<file path="src/rtl/leaf_seq_collector.sv">
`default_nettype none
// ============================================================================
//  Module   : leaf_seq_collector
//  Purpose  : Buffers 42-bit leaf result words and streams them out as ASCII
//             nucleotide characters with a valid/ready handshake.
//  Revision : 1.0  initial release
// ============================================================================
module leaf_seq_collector #(
    parameter int DEPTH = 8
) (
    input  logic                     clk,
    input  logic                     reset,
    input  logic [41:0]              in_result,
    input  logic                     out_ready,
    input  logic                     clear_ovf,
    output logic                     out_valid,
    output logic [9:0]               out_addr,
    output logic [7:0]               out_char,
    output logic [3:0]               out_index,
    output logic                     out_last,
    output logic [$clog2(DEPTH):0]   fifo_count,
    output logic                     overflow,
    output logic [15:0]              words_done
);

    localparam int c_AW = $clog2(DEPTH);
    localparam logic [c_AW:0] c_FULL_CNT = (c_AW+1)'(DEPTH);

    typedef enum logic [0:0] {
        S_IDLE = 1'b0,
        S_EMIT = 1'b1
    } state_t;

    logic [41:0]     r_in_q;
    logic [41:0]     r_mem [DEPTH];
    logic [c_AW-1:0] r_wptr;
    logic [c_AW-1:0] r_rptr;
    logic [c_AW:0]   r_count;
    state_t          r_state;
    logic [41:0]     r_work;
    logic [3:0]      r_index;
    logic            r_valid;
    logic            r_ovf;
    logic [15:0]     r_done;

    logic            w_new;
    logic            w_empty;
    logic            w_full;
    logic            w_fire;
    logic            w_word_end;
    logic            w_pop;
    logic            w_push;
    logic            w_drop;
    logic [1:0]      w_nt;

    // A held value is only a new word on its first cycle; zero means "no result".
    assign w_new      = (in_result != '0) && (in_result != r_in_q);
    assign w_empty    = (r_count == '0);
    assign w_full     = (r_count == c_FULL_CNT);
    assign w_fire     = r_valid && out_ready;
    assign w_word_end = w_fire && (r_index == 4'd15);
    assign w_pop      = !w_empty && ((r_state == S_IDLE) || w_word_end);
    assign w_push     = w_new && (!w_full || w_pop);
    assign w_drop     = w_new && w_full && !w_pop;

    always_ff @(posedge clk or negedge reset) begin
        if (!reset) begin
            r_in_q <= '0;
        end else begin
            r_in_q <= in_result;
        end
    end

    // Storage needs no reset: pointers and count define which entries are live.
    always_ff @(posedge clk) begin
        if (w_push) begin
            r_mem[r_wptr] <= in_result;
        end
    end

    always_ff @(posedge clk or negedge reset) begin
        if (!reset) begin
            r_wptr  <= '0;
            r_rptr  <= '0;
            r_count <= '0;
        end else begin
            if (w_push) begin
                r_wptr <= r_wptr + 1'b1;
            end
            if (w_pop) begin
                r_rptr <= r_rptr + 1'b1;
            end
            case ({w_push, w_pop})
                2'b10:   r_count <= r_count + 1'b1;
                2'b01:   r_count <= r_count - 1'b1;
                default: r_count <= r_count;
            endcase
        end
    end

    // A new overflow event takes priority over a clear in the same cycle.
    always_ff @(posedge clk or negedge reset) begin
        if (!reset) begin
            r_ovf <= 1'b0;
        end else if (w_drop) begin
            r_ovf <= 1'b1;
        end else if (clear_ovf) begin
            r_ovf <= 1'b0;
        end
    end

    always_ff @(posedge clk or negedge reset) begin
        if (!reset) begin
            r_state <= S_IDLE;
            r_valid <= 1'b0;
            r_work  <= '0;
            r_index <= '0;
            r_done  <= '0;
        end else begin
            case (r_state)
                S_IDLE: begin
                    if (w_pop) begin
                        r_work  <= r_mem[r_rptr];
                        r_index <= '0;
                        r_valid <= 1'b1;
                        r_state <= S_EMIT;
                    end
                end
                S_EMIT: begin
                    if (w_fire) begin
                        r_index <= r_index + 1'b1;
                        if (r_index == 4'd15) begin
                            r_done <= r_done + 1'b1;
                            // Chain straight into the next word to avoid a bubble.
                            if (w_pop) begin
                                r_work  <= r_mem[r_rptr];
                                r_index <= '0;
                            end else begin
                                r_valid <= 1'b0;
                                r_state <= S_IDLE;
                            end
                        end
                    end
                end
                default: begin
                    r_valid <= 1'b0;
                    r_state <= S_IDLE;
                end
            endcase
        end
    end

    assign w_nt = r_work[{r_index, 1'b0} +: 2];

    always_comb begin
        out_char = 8'h41;
        case (w_nt)
            2'b00:   out_char = 8'h41;
            2'b01:   out_char = 8'h43;
            2'b10:   out_char = 8'h47;
            default: out_char = 8'h54;
        endcase
    end

    assign out_valid  = r_valid;
    assign out_addr   = r_work[41:32];
    assign out_index  = r_index;
    assign out_last   = r_valid && (r_index == 4'd15);
    assign fifo_count = r_count;
    assign overflow   = r_ovf;
    assign words_done = r_done;

endmodule
`default_nettype wire

</file>
<file path="config.mk">
export PLATFORM = sky130hd
export DESIGN_NAME = leaf_seq_collector
export DESIGN_NICKNAME = d
export VERILOG_FILES = /design/src/rtl/leaf_seq_collector.sv
export SDC_FILE = /design/constraint.sdc
export NUM_CORES = 1
export LEC_CHECK = 0
export BUFFER_PORTS_ARGS = -buffer_cell sky130_fd_sc_hd__buf_2
export CORE_MARGIN = 2
export CORE_UTILIZATION = 63
export CTS_BUF_LIST = sky130_fd_sc_hd__clkbuf_2 sky130_fd_sc_hd__clkbuf_4 sky130_fd_sc_hd__clkbuf_8
export DETAILED_ROUTE_END_ITERATION = 10
export GPL_ROUTABILITY_DRIVEN = 0
export PLACE_DENSITY_LB_ADDON = 0.08
export SYNTH_ARGS = -nofsm -noshare
export SYNTH_HDL_FRONTEND = slang
export SYNTH_SLANG_ARGS = --single-unit
export TNS_END_PERCENT = 20
</file>
<file path="constraint.sdc">
create_clock -name clk -period 7.4 [get_ports clk]
set_input_delay 1.11 -clock clk [delete_from_list [all_inputs] [get_ports clk]]
set_output_delay 1.11 -clock clk [all_outputs]
set_load 0.02 [all_outputs]
</file>
# Word-level counts from Yosys, hierarchy flattened

Memories as Yosys holds them, arrays and structs flattened.
Index checks and enable logic that the tools add are counted.

Bits in writable memories: 336
Word-level logic and storage cells: 76
Memories: 1
Input port bits: 46
Bits in registers: 117
Output and inout port bits: 45

Memories:

| name  | words | width | rd ports | clocked after Yosys merged registers in | wr ports | line | RTL |
|---|---|---|---|---|---|---|---|
| r_mem | 8     | 42    | 1        | 0                                       | 1        | 35   | `logic [41:0] r_mem [DEPTH];` |

Shift-type cells: 1
Bitwise operators: 1
Eq/ne operators: 11
Add/sub/neg operators: 6
Reduce and logical (&&, ||, !) cells: 22
Muxes and demuxes: 24

Operator list:

| operator                                          | number |
|---|---|
| two-way mux 42 bit                                | 3 |
| one-hot mux 42 bit (2 select lines)               | 1 |
| != test 42 bit                                    | 1 |
| nonzero test 42 bit                               | 1 |
| variable part select 42 x 6 -> 2 bit              | 1 |
| adder 16 x 1 -> 16 bit (second input constant)    | 1 |
| two-way mux 4 bit                                 | 4 |
| one-hot mux 4 bit (2 select lines)                | 2 |
| one-hot mux 5 bit (3 select lines)                | 1 |
| two-way mux 1 bit                                 | 11 |
| adder 4 x 1 -> 4 bit (second input constant)      | 2 |
| == test 4 bit (second input constant)             | 2 |
| logical AND 1 bit                                 | 8 |
| adder 3 x 1 -> 3 bit (second input constant)      | 2 |
| == test 2 x 1 -> 1 bit (second input constant)    | 2 |
| == test 2 bit (second input constant)             | 2 |
| zero test 4 bit                                   | 1 |
| != test 2 x 1 -> 1 bit (second input constant)    | 2 |
| != test 2 bit (second input constant)             | 2 |
| one-hot mux 1 bit (2 select lines)                | 2 |
| AND reduction 2 bit                               | 2 |
| AND reduction 4 bit                               | 1 |
| nonzero test 2 bit                                | 2 |
| subtractor 4 x 1 -> 4 bit (second input constant) | 1 |
| 5 further kinds                                   | 8 |

# Depth between registers and ports, before layout

Depth in word-level cells: 8
Gate-level depth with buffers: 11

# Worst setup path after synthesis

Ideal clock, no wire load.

Path type: input-to-reg
From: input in_result[13]
To: memory r_mem[2][0] (enable)
Stages on the path: 6
Path slack: 0.512 ns
Arrival time: 6.328 ns
Data required time: 6.839 ns
Cells stage by stage: xnor2_1 nand4_1 nor3_1 a31oi_1 nand2_1 nor4b_1

Longest elaborated chain between the ends: 5

Ends and longest elaborated chain:

| item                                                         | line | RTL |
|---|---|---|
| start, declared                                              | 13   | `input logic [41:0] in_result,` |
| != test 42 bit / nonzero test 42 bit (equally long branches) | 57   | `assign w_new = (in_result != '0) && (in_result != r_in_q);` |
| logical AND 1 bit *                                          | 57   |  |
| logical AND 1 bit *                                          | 63   | `assign w_push = w_new && (!w_full \|\| w_pop);` |
| two-way mux 1 bit *                                          | 76   | `if (w_push) begin` |
| two-way mux 1 bit (not written as such) *                    | 77   | `r_mem[r_wptr] <= in_result;` |
| end, declared                                                | 35   |  |

Every way passes the cells marked *; elsewhere a longest branch is shown, timed or not.

# Worst setup path after layout

From: register r_index[0] (netlist: out_index[0])
To: output out_char[2]

Longest elaborated chain between the ends: 3

Ends and longest elaborated chain:

| item                                        | line | RTL |
|---|---|---|
| start, declared                             | 41   | `logic [3:0] r_index;` |
| start signal, assigned                      | 131  | `r_index <= r_index + 1'b1;` |
| variable part select 42 x 6 -> 2 bit *      | 153  | `assign w_nt = r_work[{r_index, 1'b0} +: 2];` |
| == test 2 bit, or another cell as far along | 157  | `case (w_nt)` |
| one-hot mux 5 bit (3 select lines) *        | 157  |  |
| end, declared                               | 18   | `output logic [7:0] out_char,` |

Marks and branches as above.

==> results.sh <==
export IMPL_async_flop_share=0.258
export IMPL_worst_r2r_cell_count=7
export IMPL_r2r_end="r_mem[6][2]$_DFFE_PP_"
export IMPL_reg2reg_slack_ps=3720
export IMPL_grt_pass1_wl_um=53300
export IMPL_fin_setup_tns_ps=0
export IMPL_hpwl_um=19700
export IMPL_maxSlewViolCount=0
export IMPL_clkLatencyLatePin_ps=580
export IMPL_p_seq_frac=0.474
export IMPL_min_period_ps=4090
export IMPL_layout_common_cells="edfxtp_1, dfrtp_1, mux4_2, buf_2, clkbuf_8"
export IMPL_finish_utilization=0.722
export IMPL_p_switching_mw=2.47
export IMPL_grt_overflow_total=0
export IMPL_p_per_area_nw_per_um2=405
export IMPL_synth_edf_count=336
export IMPL_setup_viol=0
export IMPL_start_util=0.639
export IMPL_crit_start="out_index[0]$_DFFE_PN0P_"
export IMPL_syn_avg_cell_area_um2=18.8
export IMPL_netlist_cell_type_count=48
export IMPL_portBuffers=86
export IMPL_ys_warn_count=0
export IMPL_grtUsageTotal=0.249
export IMPL_cts_root_buf="clkbuf_8"
export IMPL_outcome="finished clean"
export IMPL_drv_cap=0
export IMPL_rows=61
export IMPL_grt_pass1_vias=8981
export IMPL_crit_path_end_kind="output pin"
export IMPL_avgViaCountPerCell=5.88
export IMPL_fin_skew_ps=33.1
export IMPL_clkPwrFrac=0.263
export IMPL_fp_dieW_um=172
export IMPL_relSlewSlack=0.291
export IMPL_p_comb_frac=0.263
export IMPL_synth_flop_cell="edfxtp_1"
export IMPL_synth_seq_cells=453
export IMPL_grt_max_degree=88
export IMPL_critical_path_class="reg -> out"
export IMPL_cts_setup_buffers=0
export IMPL_num_nets_final=1123
export IMPL_worst_setup_path_start_kind="flip-flop"
export IMPL_dp_slack_ps=2900
export IMPL_crit_required_ps=6290
export IMPL_die_height_um=172
export IMPL_path_max_fanout=18
export IMPL_postRouteAntennaNets=0
export IMPL_dp_cells=1372
export IMPL_internal_power_mw=5.63
export IMPL_pin_count=91
export IMPL_ir_worst_vdd_mv=0.283
export IMPL_syn_cell_area_um2=17700
export IMPL_fin_area_um2=20000
export IMPL_dr_pass1_iters=5
export IMPL_htree_levels=3
export IMPL_netSwitchingFraction=0.305
export IMPL_critical_path_arrival_ps=2980
export IMPL_dieArea_um2=29400
export IMPL_antenna_found_initial=3
export IMPL_rsz0062_at_grt="no"
export IMPL_min_period_over_period=0.553
export IMPL_wl_um=34700
export IMPL_instances_no_fill=1505
export IMPL_p_leak_nw=7.14
export IMPL_cts_resized=0
export IMPL_area_delta_synth_final_pct=13.0
export IMPL_drc=0
export IMPL_ys_seq_area_frac=0.736
export IMPL_core_area_um2=27700
export IMPL_cts_buffers=72
export IMPL_layout_drive_gt1_share=0.302
export IMPL_finalHoldViolCount=0
export IMPL_detail_route_iter0_violations=709
export IMPL_cp_endpoint="out_char[2]"
export IMPL_timing_rr_start="out_index[1]$_DFFE_PN0P_"
export IMPL_final_common_cell="edfxtp_1"
export IMPL_cts_sinks=453
export IMPL_holdBufCountCts=0
export IMPL_synthCells=943
export IMPL_num_vias=8844
export IMPL_cts_tree="built"
export IMPL_placed_cell_area_um2=18500
export IMPL_routedWlPerCell_um=23.1
export IMPL_nFillCells=1745
export IMPL_setup_ws_ps=3310
export IMPL_clock_fmax_mhz=244
export IMPL_holdCritPathClass="reg -> reg"
export IMPL_clk_path_buf_depth=3
export IMPL_clk_pin_slew_ps=60
export IMPL_worstMarginPinSlew_ps=1060
## per-stage QoR
| stage | power, mW | hold slack (ps) |
|---|---|---|
| after detailed placement | 6.05 | 452 |
| final | 8.10 | 457 |
| after global placement | 5.99 | 451 |
| after global routing | 8.52 | 490 |
| after floorplan | 5.39 | 442 |
| after CTS | 8.19 | 463 |
## routing by layer
metal / wire length [um] / up-vias / part of all wire / GRT usage
met1: 15100 / 4550 / 0.44 / 0.363
met3: 2210 / 64 / 0.064 / 0.0483
met2: 16600 / 294 / 0.48 / 0.388
met5: 0 / - / 0 / 0
li1: - / 3936 / - / -
met4: 731 / 0 / 0.021 / 0.0789
## final cells by class
cell class	count	area (um^2)	area share
multi-input cells	432	4420	0.221
diodes	3	7.51	0.000375
repair buffers	103	564	0.0282
well taps	378	473	0.0237
flip-flops and latches	453	13000	0.651
clock buffers	113	1370	0.0687
clock inverters	17	109	0.00544
inverters	6	22.5	0.00113
## sequential cells by signal (all words and copies together) (netlist names)
register / flops
r_in_q: 42
fifo_count: 4
r_work: 42
r_state: 1
r_mem: 336
r_wptr: 3
r_rptr: 3
overflow: 1
out_valid: 1
out_index: 4
words_done: 16
## power by group through the flow
| stage | Clock [mW] | Combinational (mW) | Sequential [mW] |
|---|---|---|---|
| 2_1_floorplan | 0 | 1.61 | 3.78 |
| 3_3_place_gp | 0 | 2.14 | 3.85 |
| 3_5_place_dp | 0 | 2.16 | 3.89 |
| 4_1_cts | 2.18 | 2.17 | 3.84 |
| 5_1_grt | 2.29 | 2.32 | 3.91 |
| 6_report | 2.13 | 2.13 | 3.84 |
## cells in the mapped netlist, types with 13 or more instances
cell | instances | area [um^2]
mux4_2 | 88 | 1980
dfrtp_1 | 117 | 2930
xnor2_1 | 56 | 490
buf_4 | 19 | 143
nand3_1 | 13 | 65.1
o21ai_0 | 47 | 235
nand2_1 | 60 | 225
nand4_1 | 20 | 125
clkbuf_1 | 14 | 52.6
edfxtp_1 | 336 | 10100
nor4_1 | 13 | 81.3
mux2i_1 | 50 | 500
## critical path, stage by stage, from the launching register on
cell,delay [ps]
dfrtp_1,320
buf_4,320
mux2i_1,410
nand3_1,130
o211a_1,170
a22oi_1,150
and2_1,200
inv_1,60
ha_1,190
or2_2,290
buf_2,160
## logic make-up after synthesis
group	count (synthesis)	share of synthesized area
AO/OA/AOI/OAI	66	0.0209
other	2	0.000425
buffers and inverters	60	0.0176
flip-flops	453	0.736
adder cells (fa/ha/maj)	9	0.00679
XOR/XNOR	64	0.0317
AND/OR/NAND/NOR	145	0.0424
multiplexers	144	0.144
## worst min path at each step
stage | start | endpoint | depth (start not counted)
floorplan | r_work[8]$_DFFE_PN0P_ | r_work[8]$_DFFE_PN0P_ | 2
global placement | words_done[15]$_DFFE_PN0P_ | words_done[15]$_DFFE_PN0P_ | 1
detailed placement | words_done[15]$_DFFE_PN0P_ | words_done[15]$_DFFE_PN0P_ | 1
CTS | words_done[15]$_DFFE_PN0P_ | words_done[15]$_DFFE_PN0P_ | 1
global route | reset | words_done[14]$_DFFE_PN0P_ | 1
finish | words_done[15]$_DFFE_PN0P_ | words_done[15]$_DFFE_PN0P_ | 1
No activity file was read; power rests on OpenSTA's default activity.
